<file path="config.mk">
export PLATFORM = sky130hd
export DESIGN_NAME = matrix_result_writer
export DESIGN_NICKNAME = d
export VERILOG_FILES = /design/src/rtl/matrix_pkg.sv /design/src/rtl/result_line_packer.sv /design/src/rtl/matrix_result_writer.sv
export SDC_FILE = /design/constraint.sdc
export NUM_CORES = 1
export LEC_CHECK = 0
export ABC_AREA = 1
export CAP_MARGIN = 20
export CORE_MARGIN = 5
export CORE_UTILIZATION = 47
export DETAILED_ROUTE_END_ITERATION = 16
export GPL_TIMING_DRIVEN = 0
export PLACE_DENSITY = 0.8
export SYNTH_ARGS = -nofsm -noshare
export SYNTH_HDL_FRONTEND = slang
export SYNTH_SLANG_ARGS = --single-unit
</file>
<file path="constraint.sdc">
create_clock -name clk -period 2.1 [get_ports clk]
set_input_delay 0.315 -clock clk [delete_from_list [all_inputs] [get_ports clk]]
set_output_delay 0.315 -clock clk [all_outputs]
set_load 0.02 [all_outputs]
</file>
<file path="src/rtl/matrix_pkg.sv">
// Shared types and sizing helpers for the matrix multiplier result path.
package matrix_pkg;

  typedef enum logic [1:0] {IDLE, DRAIN, WRITE, DONE} writer_state_t;

  function automatic int ceil_div(input int a, input int b);
    return (a + b - 1) / b;
  endfunction

  // Counter width that stays legal (>=1 bit) when the range collapses to one value.
  function automatic int cnt_w(input int n);
    return (n > 1) ? $clog2(n) : 1;
  endfunction

  localparam int DEF_N        = 2;
  localparam int DEF_M        = 2;
  localparam int DEF_LINE_LEN = 2;
  localparam int ROW_CNT_W    = cnt_w(DEF_N);
  localparam int COL_CNT_W    = cnt_w(DEF_M);
  localparam int WORD_CNT_W   = cnt_w(DEF_LINE_LEN);

endpackage

</file>
<file path="src/rtl/result_line_packer.sv">
// Line buffer: collects result elements into word slots with a per-word valid mask.
module result_line_packer
  import matrix_pkg::*;
#(
  parameter int LINE_LEN    = 2,
  parameter int ACCUM_WIDTH = 16,
  parameter int IDX_W       = cnt_w(LINE_LEN)
) (
  input  logic                            clk,
  input  logic                            rst_n,
  input  logic                            load,
  input  logic [IDX_W-1:0]                idx,
  input  logic [ACCUM_WIDTH-1:0]          din,
  input  logic                            clear,
  output logic [LINE_LEN*ACCUM_WIDTH-1:0] line_data,
  output logic [LINE_LEN-1:0]             line_mask,
  output logic                            full
);

  // Loading the last slot completes the line.
  assign full = (idx == IDX_W'(LINE_LEN - 1));

  always_ff @(posedge clk or negedge rst_n) begin
    if (!rst_n) begin
      line_data <= '0;
      line_mask <= '0;
    end else if (clear) begin
      line_data <= '0;
      line_mask <= '0;
    end else if (load) begin
      for (int k = 0; k < LINE_LEN; k++) begin
        if (idx == IDX_W'(k)) begin
          line_data[k*ACCUM_WIDTH +: ACCUM_WIDTH] <= din;
          line_mask[k]                            <= 1'b1;
        end
      end
    end
  end

endmodule

</file>
<file path="src/rtl/matrix_result_writer.sv">
// Drains row-major result elements from the multiplier FIFO and writes them to result RAM in lines.
module matrix_result_writer
  import matrix_pkg::*;
#(
  parameter int N           = 2,
  parameter int M           = 2,
  parameter int LINE_LEN    = 2,
  parameter int ACCUM_WIDTH = 16,
  parameter int ADDR_WIDTH  = 8
) (
  input  logic                            clk,
  input  logic                            rst_n,
  input  logic                            start,
  input  logic [ADDR_WIDTH-1:0]           base_addr,
  input  logic [ACCUM_WIDTH-1:0]          fifo_head,
  input  logic                            fifo_empty,
  output logic                            pop_fifo,
  output logic                            wr_valid,
  input  logic                            wr_ready,
  output logic [ADDR_WIDTH-1:0]           wr_addr,
  output logic [LINE_LEN*ACCUM_WIDTH-1:0] wr_data,
  output logic [LINE_LEN-1:0]             wr_mask,
  output logic                            busy,
  output logic                            done,
  output logic                            err
);

  localparam int LINES_PER_ROW = ceil_div(M, LINE_LEN);
  localparam int ROW_W         = cnt_w(N);
  localparam int COL_W         = cnt_w(M);
  localparam int WORD_W        = cnt_w(LINE_LEN);
  localparam int LINE_W        = cnt_w(LINES_PER_ROW);

  writer_state_t             state_q, state_d;
  logic [ROW_W-1:0]          row_q;
  logic [COL_W-1:0]          col_q;
  logic [WORD_W-1:0]         word_q;
  logic [LINE_W-1:0]         line_q;
  logic                      row_end_q;
  logic [ADDR_WIDTH-1:0]     base_q;
  logic                      err_q;

  logic accept, drain_pop, close, hs, last_line, line_full, active, stray;

  assign active    = (state_q == DRAIN) || (state_q == WRITE);
  assign accept    = start && ((state_q == IDLE) || (state_q == DONE));
  assign drain_pop = (state_q == DRAIN) && !fifo_empty;
  // A line closes on its last slot or at the end of a row; rows never share a line.
  assign close     = drain_pop && (line_full || (col_q == COL_W'(M - 1)));
  assign hs        = (state_q == WRITE) && wr_ready;
  assign last_line = row_end_q && (row_q == ROW_W'(N - 1));
  assign stray     = !fifo_empty && ((state_q == IDLE) || (state_q == DONE));
  assign err       = err_q;

  always_ff @(posedge clk or negedge rst_n) begin
    if (!rst_n) state_q <= IDLE;
    else        state_q <= state_d;
  end

  always_comb begin
    state_d  = state_q;
    pop_fifo = 1'b0;
    wr_valid = 1'b0;
    busy     = 1'b0;
    done     = 1'b0;
    case (state_q)
      IDLE: begin
        if (accept) state_d = DRAIN;
      end
      DRAIN: begin
        busy     = 1'b1;
        pop_fifo = drain_pop;
        if (close) state_d = WRITE;
      end
      WRITE: begin
        busy     = 1'b1;
        wr_valid = 1'b1;
        if (wr_ready) state_d = last_line ? DONE : DRAIN;
      end
      DONE: begin
        done = 1'b1;
        if (accept) state_d = DRAIN;
      end
      default: state_d = IDLE;
    endcase
  end

  always_ff @(posedge clk or negedge rst_n) begin
    if (!rst_n) begin
      row_q     <= '0;
      col_q     <= '0;
      word_q    <= '0;
      line_q    <= '0;
      row_end_q <= 1'b0;
      base_q    <= '0;
      err_q     <= 1'b0;
    end else begin
      if (accept) begin
        base_q    <= base_addr;
        row_q     <= '0;
        col_q     <= '0;
        word_q    <= '0;
        line_q    <= '0;
        row_end_q <= 1'b0;
        err_q     <= 1'b0;
      end else if ((start && active) || stray) begin
        err_q <= 1'b1;
      end

      if (drain_pop) begin
        row_end_q <= (col_q == COL_W'(M - 1));
        if (col_q != COL_W'(M - 1)) col_q <= col_q + COL_W'(1);
        if (!close) word_q <= word_q + WORD_W'(1);
      end

      if (hs) begin
        word_q <= '0;
        if (row_end_q) begin
          row_q     <= row_q + ROW_W'(1);
          col_q     <= '0;
          line_q    <= '0;
          row_end_q <= 1'b0;
        end else begin
          line_q <= line_q + LINE_W'(1);
        end
      end
    end
  end

  // Line address wraps naturally at ADDR_WIDTH bits.
  assign wr_addr = (state_q == WRITE)
                 ? base_q + ADDR_WIDTH'(row_q) * ADDR_WIDTH'(LINES_PER_ROW) + ADDR_WIDTH'(line_q)
                 : '0;

  result_line_packer #(
    .LINE_LEN    (LINE_LEN),
    .ACCUM_WIDTH (ACCUM_WIDTH)
  ) u_packer (
    .clk       (clk),
    .rst_n     (rst_n),
    .load      (drain_pop),
    .idx       (word_q),
    .din       (fifo_head),
    .clear     (hs),
    .line_data (wr_data),
    .line_mask (wr_mask),
    .full      (line_full)
  );

endmodule

</file>
==> reports/metrics.yaml, run 1 <==
outcome:
  outcome: "finished with violations"
  violations: "negative setup slack"
routing:
  dr_wl_met2_microns: 3120
  wl_met3_microns: 334
  vias_per_cell: 4.80
  drtAntennaViolNets: 0
  top_layer_used: "met4"
  met1Wirelength_microns: 2610
  drc: 0
  wl_per_cell_microns: 13.1
  routed-via-count: 2235
  wirelength_microns: 6110
  dr.pass1.iters: 4
  drt_iter0_drc: 154
global_route:
  overflow: 0
  grt_usage: 0.191
  grt_pass1_vias: 2197
  grt_max_degree: 28
  antenna_found_initial: 0
  grt_first_pass_wirelength_microns: 10000
final_layout:
  n_fill_cell: 442
  nNetsFinal: 429
  layout.cells.non_filler: 466
  antennaDiodeCount: 0
  synthToLayoutAreaGrowth_pct: 40.3
  stdcell_area_sq_um: 3440
  drive_above_1_share: 0.114
sta:
  fin_crit_sh: 1.03
  slew_violations: 0
  fin_ws_ps: -57.0
  finClkSkew_ps: 2.90
  rsz0062_at_grt: "yes"
  finalSetupViolCount: 3
  fmax_mhz: 464
  hold_ws_ps: 0.527
  tightest_slew_ps: 553
  fin_crit_ps: 2160
  slew_headroom: 0.631
  hold_violations: 0
worst_hold_path:
  hold_path_class: "input pin to asynchronous set/reset pin"
cts:
  numCtsBuffers: 5
  cts_tree: "done"
  hold_buffers: 0
  root_buffer: "clkbuf_8"
  clk_pin_slew_ps: 90
  h-tree-depth: 2
  cts.path.max_buffers: 2
  cts_sinks: 50
  clkLatencyLatePin_ps: 290
yosys:
  netlist_instances: 310
  yosysUniqueCellTypes: 18
  synth_area_sq_um: 2450
  synth.avg_cell_area_sq_um: 7.92
  syn-num-nets: 344
  ys_seq_elements: 50
  netlist.area_leader.share: 0.510
  seq_area_frac_synth: 0.510
  yosys_warnings: 0
  synthTopCellsByArea: "dfrtp_1, nand2_1, nand3_1, inv_1, nor2_1"
  synth_top_area_cell: "dfrtp_1"
place:
  dp.cells: 456
  dp_slack_ps: -316
  gp_congestion: 0.850
  io_buffer_count: 75
  placed_area_sq_um: 3310
  hpwl_microns: 4630
critical_path:
  endpoint_kind: "output port"
  cp_max_fo: 3
  cp_data_arrival_time_ps: 1840
  reg2reg_slack_ps: 570
  crit_type: "register to output port"
  required_ps: 1780
  worstSetupStartpointType: "register"
floorplan:
  start_util: 0.484
  dieHeight_microns: 82.3
  pin_count: 76
  row_count: 26
  fp.dieW_microns: 82.3
  core_sq_um: 5070
  die_area_sq_um: 6770
power_and_ir_drop:
  irDropWorstVdd_uv: 809
  combPwrFrac: 0.536
  power_switching_uw: 2210
  p_int_uw: 2990
  power_density_nw_per_um2: 1510
  pwr-share-seq: 0.338
  clkPwrFrac: 0.126
  leakagePower_uw: 0.00182
  p_sw_frac: 0.425
job:
  drv_cap: 0
## final timing paths
path / start / endpoint / cells after the start
worst max register to register: state_q[0] / line_q / 7
worst min-delay path: rst_n / base_q[7] / 1
min in group clk: u_packer.line_data[25] / u_packer.line_data[25] / 2
worst max-delay path: row_q / wr_addr[2] / 6
worst min register to register: u_packer.line_data[25] / u_packer.line_data[25] / 2
max in group asynchronous: rst_n / u_packer.line_data[22] / 2
## routing by layer
| metal | vias to the layer above | global-route usage |
|---|---|---|
| met3 | 4 | 0.0390 |
| li1 | 1122 | - |
| met5 | - | 0 |
| met1 | 1037 | 0.255 |
| met2 | 72 | 0.321 |
| met4 | 0 | 0.0432 |
## worst max-delay path, stage by stage, from the launching register on
cell,delay [ps]
dfrtp_1,420
fa_2,440
ha_4,190
buf_4,130
o21ai_1,120
a21oi_1,70
buf_4,170
## sequential cells by signal (all words and copies together), names as in the netlist
name	count
err	1
word_q	1
u_packer.line_data	32
state_q	2
u_packer.line_mask	2
row_end_q	1
base_q	8
line_q	1
col_q	1
row_q	1
## final cells by class
cell class	instances	area (sq um)	share of cell area
well taps	70	87.6	0.0254
clock inverters	3	40.0	0.0116
repair buffers	78	756	0.219
plain buffers	13	101	0.0294
inverters	37	139	0.0403
multi-input cells	210	1000	0.290
flip-flops and latches	50	1250	0.363
clock buffers	5	68.8	0.0200
## synth_stat cells (all sizes together)
library cell,n
nand3,41
o21ai,9
nand2,116
a21oi,8
o31ai,1
fa,1
inv,37
dfrtp,50
ha,4
nor2,30
buf,13
## through the flow
step	setup TNS, ps	util	power, uW
final	-69.7	0.679	5190
after detailed placement	-1180	0.652	4540
after global placement	-35830	0.649	4440
after global routing	-420	0.679	5610
after floorplan	0	-	3330
after CTS	-84.3	0.673	5210
## power by group through the flow
| stage | combinational (uW) | sequential (uW) | clock (uW) |
|---|---|---|---|
| floorplan | 1270 | 2070 | 0 |
| global placement | 2700 | 1740 | 0 |
| detailed placement | 2790 | 1750 | 0 |
| CTS | 2790 | 1740 | 672 |
| global route | 3070 | 1820 | 724 |
| finish | 2780 | 1750 | 656 |
## kinds of logic after synthesis
group / Yosys count / share of synthesized area
flops: 50 / 0.510
buf+inv: 50 / 0.0968
simple gates: 187 / 0.326
fa+ha+maj: 5 / 0.0285
compound gates: 18 / 0.0392
## what timing repair did
action,4_1_cts,5_1_grt
gates resized for setup,37,11
endpoints found under the setup margin,10,6
pin swaps,4,5
buffers inserted,1,1
## placed cells by master (no fill, tap or decap), drive strengths merged, types with 2 or more instances in the layout
cell type      netlist  routed
clkbuf               0       6
ha                   4       4
nor2                30      30
clkdlybuf4s50        0      64
o21ai                9       9
dfrtp               50      50
buf                 13      23
nand2              116     116
dlygate4sd2          0       2
nand3               41      41
inv                 37      37
a21oi                8       8
clkinv               0       2
Power figures use the tool's default switching activity.
==> run 2, diff against run 1 <==
--- a/config.mk
+++ b/config.mk
@@ -7,7 +7,7 @@
 export LEC_CHECK = 0
 export ABC_AREA = 1
 export CAP_MARGIN = 20
-export CORE_MARGIN = 5
+export CORE_MARGIN = 10
 export CORE_UTILIZATION = 47
 export DETAILED_ROUTE_END_ITERATION = 16
 export GPL_TIMING_DRIVEN = 0
==> reports/metrics.yaml, run 2 (synthesis gave the netlist of run 1 again) <==
final_layout:
  drive_above_1_share: 0.106  # was 0.114
  multi_input_area_sq_um: 996  # was 1000 sq um
  layout.cells.non_filler: 466  # unchanged
  antennaDiodeCount: 0  # unchanged
  nNetsFinal: 429  # unchanged
  final_util: 0.673  # was 0.679
  regArea_sq_um: 1250  # unchanged
  largestRegisters: "u_packer.line_data: 32 flops, base_q: 8 flops"  # unchanged
  layout_common_cells: "nand2_1, clkdlybuf4s50_1, dfrtp_1"  # unchanged
  stdcell_area_sq_um: 3420  # was 3440 sq um
  synthToLayoutAreaGrowth_pct: 39.1  # was 40.3%
  final_common_cell: "nand2_1"  # unchanged
  largest_register_ffs: 32  # unchanged
  regMostFlops: "u_packer.line_data"  # unchanged
  n_fill_cell: 440  # was 442
sta:
  fin_crit_ps: 2140  # was 2160 ps
  finClkSkew_ps: 1.89  # was 2.90 ps
  fmax_mhz: 467  # was 464 MHz
  fin_crit_sh: 1.02  # was 1.03
  finalSetupViolCount: 1  # was 3
  hold_ws_ps: 484  # was 0.527 ps
  hold_violations: 0  # unchanged
  tightest_slew_ps: 453  # was 553 ps
  fin_ws_ps: -41.0  # was -57.0 ps
  slew_violations: 0  # unchanged
  rsz0062_at_grt: "yes"  # unchanged
  slew_headroom: 0.698  # was 0.631
routing:
  wirelength_microns: 6250  # was 6110 microns
  routed-via-count: 2176  # was 2235
  wl_per_cell_microns: 13.4  # was 13.1 microns
  dr.pass1.iters: 6  # was 4
  vias_per_cell: 4.67  # was 4.80
  drc: 0  # unchanged
  drtAntennaViolNets: 0  # unchanged
  drt_iter0_drc: 105  # was 154
global_route:
  grt_first_pass_wirelength_microns: 10500  # was 10000 microns
  grt_pass1_vias: 2159  # was 2197
  antenna_found_initial: 0  # unchanged
  overflow: 0  # unchanged
  grt_usage: 0.148  # was 0.191
  grt_max_degree: 33  # was 28
place:
  hpwl_microns: 4850  # was 4630 microns
  placed_area_sq_um: 3310  # unchanged
  io_buffer_count: 75  # unchanged
  dp.cells: 456  # unchanged
  gp_congestion: 0.819  # was 0.850
critical_path:
  r2r_cells: 7  # unchanged
  endpoint_kind: "output port"  # unchanged
  worstSetupStartpointType: "register"  # unchanged
  cpMaxStageDelayCell: "fa_2"  # unchanged
  cp_data_arrival_time_ps: 1830  # was 1840 ps
  crit_type: "register to output port"  # unchanged
  r2r-start: "state_q[0]"  # unchanged
  reg2reg_slack_ps: 580  # was 570 ps
  crit_buf_inv: 1  # was 2
  crit_chain: "fa_2 > ha_4 > nand2_4 > nor2_4 > nand2_1 > nand2_1 > nor2_1 > buf_4"  # was fa_2 > ha_4 > buf_4 > o21ai_1 > a21oi_1 > buf_4
  r2r-end: "u_packer.line_data[9]"  # was line_q
  required_ps: 1780  # about the same
  critPathTopFamily: "adder cells"  # unchanged
  cp_common_cell: "nand2_1"  # was buf_4
  cp_max_fo: 3  # unchanged
  max_stage_delay_ps: 430  # was 440 ps
worst_hold_path:
  hold_path_class: "input pin to asynchronous set/reset pin"  # unchanged
power_and_ir_drop:
  power_density_nw_per_um2: 1480  # was 1510 nW/um^2
  p_total_uw: 5070  # was 5190 uW
  leakagePower_uw: 0.00182  # about the same
  irDropWorstVdd_uv: 816  # was 809 uV
floorplan:
  dieHeight_microns: 92.3  # was 82.3 microns
  fp.dieW_microns: 92.3  # was 82.3 microns
  start_util: 0.484  # unchanged
  pin_count: 76  # unchanged
  row_count: 26  # unchanged
  core_sq_um: 5070  # unchanged
  die_area_sq_um: 8510  # was 6770 sq um
cts:
  clk_pin_slew_ps: 90  # about the same
  cts_tree: "done"  # unchanged
  clkLatencyLatePin_ps: 300  # was 290 ps
  numCtsBuffers: 5  # unchanged
  root_buffer: "clkbuf_8"  # unchanged
  h-tree-depth: 2  # unchanged
  cts_sinks: 50  # unchanged
  cts.path.max_buffers: 2  # unchanged
outcome:
  violations: "negative setup slack"  # unchanged
  outcome: "finished with violations"  # unchanged
job:
  drv_cap: 0  # unchanged
## run 2: how the worst max path moves through the flow
stage | startpoint | to | slack (ps) | cells after the start
after floorplan | row_q | wr_addr[6] | 190 | 7
after global placement | rst_n | base_q[7] | -700 | 1
after detailed placement | row_q | wr_addr[6] | -340 | 8
after CTS | base_q[0] | wr_addr[6] | -60 | 8
after global routing | base_q[0] | wr_addr[6] | -130 | 8
final | base_q[0] | wr_addr[6] | -40 | 8
## run 2: per-layer routing
metal | global-route usage | share of wire
met1 | 0.189 | 0.44
met5 | 0 | 0
met4 | 0.0334 | 0
met3 | 0.0473 | 0.064
met2 | 0.240 | 0.49
## run 2: repair_timing
| item | CTS | global route |
|---|---|---|
| hold buffers | 1 | 0 |
| endpoints found under the setup margin | 10 | 5 |
| endpoints found under the hold margin | 18 | 0 |
| gates resized for setup | 30 | 10 |
| pin swaps | 2 | 5 |
| buffers inserted | 1 | 0 |
## run 2: worst register-to-register path, delay by kind of cell, from the launching register on
family,cells,cell delay (ps)
AND/OR/NAND/NOR,3,330
adder cells (fa/ha/maj),1,250
buffers and inverters,3,470
flip-flops,1,410
## run 2: report_power, final
| part | leakage, uW | switching [uW] | total [uW] | internal, uW |
|---|---|---|---|---|
| Combinational | 0.00114 | 1560 | 2760 | 1200 |
| Clock | 0.0000482 | 307 | 574 | 266 |
| Sequential | 0.000626 | 321 | 1740 | 1420 |
## run 2: metrics by stage
| stage | setup TNS, ps | setup WS, ps |
|---|---|---|
| floorplan | 0 | 192 |
| global placement | -35780 | -702 |
| detailed placement | -999 | -340 |
| CTS | -62.8 | -59.2 |
| global route | -224 | -132 |
| finish | -41.0 | -41.0 |
## run 2: area by class of cell
| class | count | area share |
|---|---|---|
| tap | 70 | 0.0256 |
| buffer | 13 | 0.0297 |
| timing repair buffer | 78 | 0.219 |
| multi-input combinational | 210 | 0.292 |
| clock inverter | 1 | 0.00147 |
| inverter | 37 | 0.0407 |
| sequential | 50 | 0.366 |
| clock buffer | 7 | 0.0253 |
